===== src/rtl/clock_period_meter_pkg.sv =====
// Shared types and constants for the clock period meter and its helpers.
package clock_period_meter_pkg;

   typedef enum logic [1:0] {
      ST_IDLE    = 2'd0,
      ST_ARM     = 2'd1,
      ST_MEASURE = 2'd2
   } meter_state_t;

   // All-ones value of a counter of the given width (capped at 64 bits).
   function automatic logic [63:0] count_max(input int unsigned width);
      if (width >= 64)
         return '1;
      return (64'd1 << width) - 64'd1;
   endfunction

endpackage


===== src/rtl/clock_period_meter_sync_edge_detect.sv =====
// Synchronizes an asynchronous level into clock and flags its rising edges.
module sync_edge_detect #(
   parameter int SYNC_STAGES = 2   // must be at least 2
) (
   input  logic clock,
   input  logic reset,
   input  logic async_in,
   output logic rise
);

   logic [SYNC_STAGES-1:0] sync_q;
   logic                   history;

   always_ff @(posedge clock or negedge reset) begin
      if (!reset) begin
         sync_q  <= '0;
         history <= 1'b0;
      end else begin
         sync_q  <= {sync_q[SYNC_STAGES-2:0], async_in};
         history <= sync_q[SYNC_STAGES-1];
      end
   end

   assign rise = sync_q[SYNC_STAGES-1] & ~history;

endmodule


===== src/rtl/clock_period_meter.sv =====
// Measures the period of a slow asynchronous signal in system clock cycles.
//
// state      | meaning
// -----------+-----------------------------------------------------------
// ST_IDLE    | no measurement in progress; rises only produce rise_tick
// ST_ARM     | waiting for the first rise that opens a period
// ST_MEASURE | counting clocks until the rise that closes the period
module clock_period_meter
   import clock_period_meter_pkg::*;
#(
   parameter int COUNT_WIDTH = 24,
   parameter int SYNC_STAGES = 2
) (
   input  logic                   clock,
   input  logic                   reset,
   input  logic                   sig_in,
   input  logic                   start,
   input  logic                   continuous,
   output logic                   rise_tick,
   output logic [COUNT_WIDTH-1:0] period,
   output logic                   period_valid,
   output logic                   busy,
   output logic                   overflow
);

   localparam logic [COUNT_WIDTH-1:0] CNT_MAX = COUNT_WIDTH'(count_max(COUNT_WIDTH));
   localparam logic [COUNT_WIDTH-1:0] CNT_ONE = COUNT_WIDTH'(1);

   meter_state_t           state, state_nxt;
   logic [COUNT_WIDTH-1:0] count;
   logic                   rise;
   logic                   cnt_sat;
   logic                   cnt_clr, cnt_load, cnt_inc;
   logic                   rpt, sat;

   sync_edge_detect #(
      .SYNC_STAGES (SYNC_STAGES)
   ) u_sync (
      .clock    (clock),
      .reset    (reset),
      .async_in (sig_in),
      .rise     (rise)
   );

   assign cnt_sat = (count == CNT_MAX);

   always_ff @(posedge clock or negedge reset) begin
      if (!reset)
         state <= ST_IDLE;
      else
         state <= state_nxt;
   end

   // start wins over everything, including a coincident rise or saturation.
   always_comb begin
      state_nxt = state;
      if (start) begin
         state_nxt = ST_ARM;
      end else begin
         case (state)
            ST_ARM: begin
               if (rise)
                  state_nxt = ST_MEASURE;
            end
            ST_MEASURE: begin
               if (rise) begin
                  if (!continuous)
                     state_nxt = ST_IDLE;
               end else if (cnt_sat) begin
                  state_nxt = ST_IDLE;
               end
            end
            default: state_nxt = state;
         endcase
      end
   end

   always_comb begin
      cnt_clr  = 1'b0;
      cnt_load = 1'b0;
      cnt_inc  = 1'b0;
      rpt      = 1'b0;
      sat      = 1'b0;
      busy     = (state != ST_IDLE);
      if (start) begin
         cnt_clr = 1'b1;
      end else begin
         case (state)
            ST_ARM: begin
               cnt_load = rise;
            end
            ST_MEASURE: begin
               if (rise) begin
                  rpt      = 1'b1;
                  cnt_load = 1'b1;
               end else if (cnt_sat) begin
                  sat = 1'b1;
               end else begin
                  cnt_inc = 1'b1;
               end
            end
            default: ;
         endcase
      end
   end

   always_ff @(posedge clock or negedge reset) begin
      if (!reset) begin
         count        <= '0;
         period       <= '0;
         period_valid <= 1'b0;
         overflow     <= 1'b0;
         rise_tick    <= 1'b0;
      end else begin
         rise_tick    <= rise;
         period_valid <= rpt | sat;
         if (cnt_clr)
            count <= '0;
         else if (cnt_load)
            count <= CNT_ONE;
         else if (cnt_inc)
            count <= count + CNT_ONE;
         if (rpt)
            period <= count;
         else if (sat)
            period <= CNT_MAX;
         if (cnt_clr)
            overflow <= 1'b0;
         else if (sat)
            overflow <= 1'b1;
      end
   end

endmodule


===== config.mk =====
export PLATFORM = sky130hd
export DESIGN_NAME = clock_period_meter
export DESIGN_NICKNAME = d
export VERILOG_FILES = /design/src/rtl/clock_period_meter_pkg.sv /design/src/rtl/clock_period_meter_sync_edge_detect.sv /design/src/rtl/clock_period_meter.sv
export SDC_FILE = /design/constraint.sdc
export NUM_CORES = 1
export LEC_CHECK = 0
export ABC_CLOCK_PERIOD_IN_PS = 2950
export CAP_MARGIN = 20
export CORE_MARGIN = 5
export CORE_UTILIZATION = 45
export CTS_CLUSTER_DIAMETER = 150
export DETAILED_ROUTE_END_ITERATION = 10
export GPL_TIMING_DRIVEN = 0
export PLACE_DENSITY = 0.65
export SLEW_MARGIN = 40
export SYNTH_ARGS = -nofsm -noshare
export SYNTH_HDL_FRONTEND = slang
export SYNTH_HIERARCHICAL = 1
export SYNTH_SLANG_ARGS = --single-unit

===== constraint.sdc =====
create_clock -name clock -period 2.95 [get_ports clock]
set_input_delay 0.295 -clock clock [delete_from_list [all_inputs] [get_ports clock]]
set_output_delay 0.295 -clock clock [all_outputs]
set_load 0.03 [all_outputs]

### Word-level counts from Yosys, hierarchy flattened

Cells that the tools add are included.

| word-level totals | value |
|---|---|
| latch bits | 0 |
| word-level logic and storage cells | 51 |
| input port bits | 5 |
| bits in read-only memories | 0 |
| output and inout bits | 28 |
| RAM bits | 0 |
| register bits | 56 |
| memories | 0 |

| cells by class | value |
|---|---|
| add/subtract/negate cells | 1 |
| multiplexer cells | 27 |
| bitwise operators | 3 |
| reduce and logical (&&, ||, !) cells | 6 |
| shift-type cells | 0 |
| multipliers | 0 |
| $lt $le $gt $ge | 0 |
| div/mod/pow operators | 0 |
| equality and inequality tests | 6 |

Operators by type and width:

| kind | count |
|---|---|
| $mux W24 | 5 |
| $add A24 B1 Y24 const B | 1 |
| $eq A24 B24 Y1 const B | 1 |
| $mux W1 | 15 |
| $mux W2 | 5 |
| $ne A4 B4 Y1 const B | 2 |
| $reduce_bool A2 Y1 | 3 |
| $reduce_bool A3 Y1 | 2 |
| $pmux W2 S2 | 1 |
| $reduce_and A4 Y1 | 1 |
| $ne A3 B3 Y1 const B | 1 |
| $eq A2 B1 Y1 const B | 1 |
| $eq A2 B2 Y1 const B | 1 |
| $pmux W1 S2 | 1 |
| $and A1 B1 Y1 | 1 |
| $not A1 Y1 | 1 |
| $or A1 B1 Y1 | 1 |

### Logic depth before layout (Yosys ltp)

| depth | value |
|---|---|
| word-level depth | 8 |
| depth in mapped cells | 7 |
| gate-level depth less buffers | 7 |

### By module

Netlist, hierarchy kept.

Modules (own cells, without submodules):

| module | area each (µm²) | cells an instance | instances |
|---|---|---|---|
| clock_period_meter | 2,627.5 | 291 | 1 |
| sync_edge_detect | 88.8 | 4 | 1 |

### Worst setup path after synthesis

Ideal clock, no wire load.

| path | value |
|---|---|
| path kind | reg2reg |
| start | register state[0] |
| end | register count[15] |
| setup slack | 0.557 ns |
| period minus slack after synthesis | 2.393 ns |
| arrival | 2.317 ns |
| required time | 2.874 ns |
| library setup time | 0.076 ns |
| path buffers | 0 |
| cell stages (with the launch flop) | 8 |
| cells stage by stage | dfrtp_1 inv_1 ha_1 or3b_4 or2_4 or4_1 or4_1 o21ai_1 |

| on the way | value |
|---|---|
| word-level cells in the longest chain between the ends | 5 |

RTL lines:

| element | RTL line | text |
|---|---|---|
| start, declared | clock_period_meter.sv:29 | `meter_state_t state, state_nxt;` |
| start signal, assigned | clock_period_meter.sv:51 | `state <= state_nxt;` |
| $eq A2 B2 Y1 / $eq A2 B1 Y1 (equally long branches) | clock_period_meter.sv:88 | `case (state)` |
| $pmux W1 S2 | clock_period_meter.sv:88 |  |
| $mux W1 | clock_period_meter.sv:85 | `if (start) begin` |
| $mux W24 | clock_period_meter.sv:119 | `else if (cnt_load)` |
| $mux W24 | clock_period_meter.sv:117 | `if (cnt_clr)` |
| end signal, assigned | clock_period_meter.sv:122 | `count <= count + CNT_ONE;` |
| end, declared | clock_period_meter.sv:30 | `logic [COUNT_WIDTH-1:0] count;` |

Several ways; a longest one is shown, not always the timed one.
A chain may end at the register's enable or synchronous reset.

### Worst setup path in the final report

| path | value |
|---|---|
| start | register count[0] |
| end | register period[3] |

| on the way | value |
|---|---|
| word-level cells in the longest chain between the ends | 6 |

RTL lines:

| element | RTL line | text |
|---|---|---|
| $eq A24 B24 Y1 | clock_period_meter.sv:45 | `assign cnt_sat = (count == CNT_MAX);` |
| $mux W1 | clock_period_meter.sv:96 | `end else if (cnt_sat) begin` |
| $mux W1 | clock_period_meter.sv:93 | `if (rise) begin` |
| $mux W1 | clock_period_meter.sv:88 |  |
| $mux W1 | clock_period_meter.sv:85 |  |
| $reduce_bool A2 Y1 (no source line) | - |  |
| end signal, assigned | clock_period_meter.sv:124 | `period <= count;` |
| end, declared | clock_period_meter.sv:20 | `output logic [COUNT_WIDTH-1:0] period,` |

No other way between the ends.

==> key figures <==
Status
  • Status: finished, final reports clean

STA
  • Peak Freq: 385.7 MHz
  • Final WS setup: 357.5 ps
  • Unrepaired setup endpoints after global routing: false
  • Final max-slew violation count: 0
  • Fin crit period: 2592 ps
  • Worst slew margin relative to its limit: 47.94%
  • Setup Viol. Count Final: 0
  • Measured slew at the worst slew-check pin: 773.8 ps
  • Clock Skew: 12.46 ps
  • Fin crit share: 87.88%
  • Final hold violations: 0
  • Hold Slack: 171.9 ps

Setup path
  • Setup crit end kind: flip-flop
  • Worst reg2reg path depth: 7
  • FF-to-FF setup slack: 360 ps
  • Arrival time worst endpoint: 2830 ps
  • CP startpoint kind: flip-flop
  • Worst endpoint required time: 3190 ps
  • Critical path fanouts, max: 10
  • R2R Path End: period[3]
  • Setup CP Type: flip-flop to flip-flop
  • Worst flop-to-flop path startpoint: count[0]

Detailed routing
  • DRT Wirelength: 6289 µm
  • Routed vias/inst: 5.624
  • 1st-iter DRT viols: 169
  • Total number of vias: 2306
  • Residual DRC count: 0
  • Antenna Nets Post-Route: 0
  • Drt first pass iters: 4
  • Avg WL per Cell: 15.34 µm

Placement
  • Place WS: 377.4 ps
  • Placed Instances: 402
  • Final HPWL DP: 4582 µm
  • Routability-driven placement congestion ratio: 0.8550
  • I/O Buffers: 31

Yosys
  • Largest area contributor in the netlist: dfrtp_1
  • Top FF cell, synth: dfrtp_1
  • Seq/Total Area, Yosys: 51.59%
  • Top post-synthesis cells by area: dfrtp_1 52%, nor2_1 7.7%, a21oi_1 7.0%
  • Synth Area per Inst: 9.208 µm²
  • Netlist cell types: 41
  • Syn nets: 304
  • Ys Warns: 6
  • Asr flop ratio synth: 100.0%
  • Post-synth EDFFs: 0
  • Yosys reg bits: 56
  • Post-Syn Area: 2716 µm²
  • Post-synth top cells: 56 x dfrtp_1, 56 x nor2_1, 38 x a21oi_1
  • Post-Synthesis Cells: 295
  • Synth top area share: 51.59%

Power and ir drop
  • Pwr Density: 570.1 nW/µm²
  • Total Power: 1875 µW
  • Leakage power: 0.001409 µW
  • Peak VDD IR: 0.2587 mV

Clock network
  • Clock Latency Late Sink: 310 ps
  • Htree depth: 2
  • Total CTS buffers: 5
  • CTS Buffer Depth: 2
  • Worst-path clk slew: 100 ps
  • CTS tree: built
  • Clock root buffer: clkbuf_8
  • Postcts setup bufs: 0
  • TritonCTS Sinks: 56

Global routing
  • Global-route wire length before repair: 10740 µm
  • Largest net degree at the start of global routing: 38
  • Grt total ovfl: 0
  • Total track usage: 17.53%
  • Vias in the first global route: 2163
  • Initial antenna violation count: 0

Die
  • Die H: 87.70 µm
  • Core Area: 5886 µm²
  • Num rows: 28
  • Initial core utilization: 46.15%
  • DIE WIDTH: 87.70 µm
  • Die area: 7690 µm²
  • Ports: 33

Finish
  • Post-route core utilization: 55.87%
  • Post-route insts no fill: 410
  • Fill cells: 547
  • N_diodes: 0
  • Layout cell share with drive strength beyond 1: 7.164%
  • Area Overhead vs Synth: 21.05%
  • Fin nets: 344

Hold path
  • Hold path startpoint: start
  • Hold Path Class: input port to flip-flop
  • Hold Path Cell Cnt: 2
  • Hold path endpoint: count[0]

Flow run
  • Max_cap viols: 0
[power by group]
group / internal, µW / switching [µW] / leakage, µW / total (µW)
Sequential: 841 / 38.2 / 0.000752 / 879
Clock: 334 / 241 / 0.0000642 / 575
Combinational: 179 / 242 / 0.000593 / 421
Total: 1350 / 520 / 0.00141 / 1870
[flip-flops by register name, indices dropped and copies added (netlist names)]
name / flops
count: 24
period: 24
state: 2
u_sync/sync_q: 2
overflow: 1
period_valid: 1
rise_tick: 1
u_sync/history: 1
[worst max-delay path by stage]
| stage | startpoint | to | depth (start not counted) |
|---|---|---|---|
| 3_5_place_dp | state[0] | count[15] | 7 |
| 5_1_grt | count[0] | period[4] | 7 |
| 2_1_floorplan | state[0] | count[15] | 7 |
| 6_report | count[0] | period[3] | 7 |
| 4_1_cts | count[0] | period[3] | 7 |
| 3_3_place_gp | reset | period[5] | 1 |
[per-stage QoR]
step	cell area, µm²	setup TNS (ps)
after floorplan	2716	0
after detailed placement	3144	0
after global routing	3288	0
final	3288	0
after global placement	3120	-6851
after CTS	3283	0
[per-layer routing]
layer	up-vias	track usage [%]	part of all wire [%]
li1	1132	-	-
met1	1094	25.96	47
met2	68	26.78	46
met3	12	2.070	6.3
met4	0	5.718	1.5
met5	-	0	0
[worst max-delay path, cell delays in order (launching register included)]
cell and delay [ps]:
dfrtp_1 460, ha_1 230, nand3_1 180, or4_1 590, nor4_2 530, buf_2 320, nor2_1 60, a21oi_1 150
[kinds of logic after synthesis]
group	count (synthesis)	synth area share (%)
and+or+nand+nor	138	25.89
adders and majority gates	4	1.843
muxes	4	1.474
buffers and inverters	20	3.179
AOI/OAI and AO/OA	66	13.77
DFF	56	51.59
xor gates and xnor gates	7	2.257
[layout make-up]
class / instances / area [µm²] / area share [%]
clock inverter: 2 / 60.06 / 1.826
inverter: 7 / 26.28 / 0.7991
clock buffer: 5 / 68.82 / 2.093
timing repair buffer: 33 / 337.8 / 10.27
buffer: 13 / 60.06 / 1.826
sequential: 56 / 1401 / 42.62
tap: 75 / 93.84 / 2.854
multi-input combinational: 219 / 1240 / 37.71
[placed cells by master, fill, tap and decap left out, types with 2 or more instances in the layout]
cell / n
dfrtp_1: 56
bufinv_16: 2
clkdlybuf4s50_1: 30
or4_1: 6
o41ai_1: 2
xnor2_1: 6
buf_1: 2
o21ai_1: 2
a211oi_1: 5
buf_2: 3
nor2_1: 56
clkbuf_8: 5
nand2b_1: 2
clkbuf_1: 7
or2_2: 4
ha_1: 4
nand2_1: 21
a21oi_1: 38
and3_1: 4
nand4_1: 10
mux2i_1: 4
nand3b_1: 2
or3_1: 6
and4_1: 3
nand3_1: 11
nand4b_1: 2
o21ai_0: 10
inv_1: 7
o31ai_1: 4
a21o_1: 2
nor4_2: 2
[timing repair]
action                                 in CTS  in global routing
hold buffers                                1                  0
endpoints found under the hold margin      19                  0
resized for setup                           0                  0
Note: power is estimated with default switching activity, not from simulation.
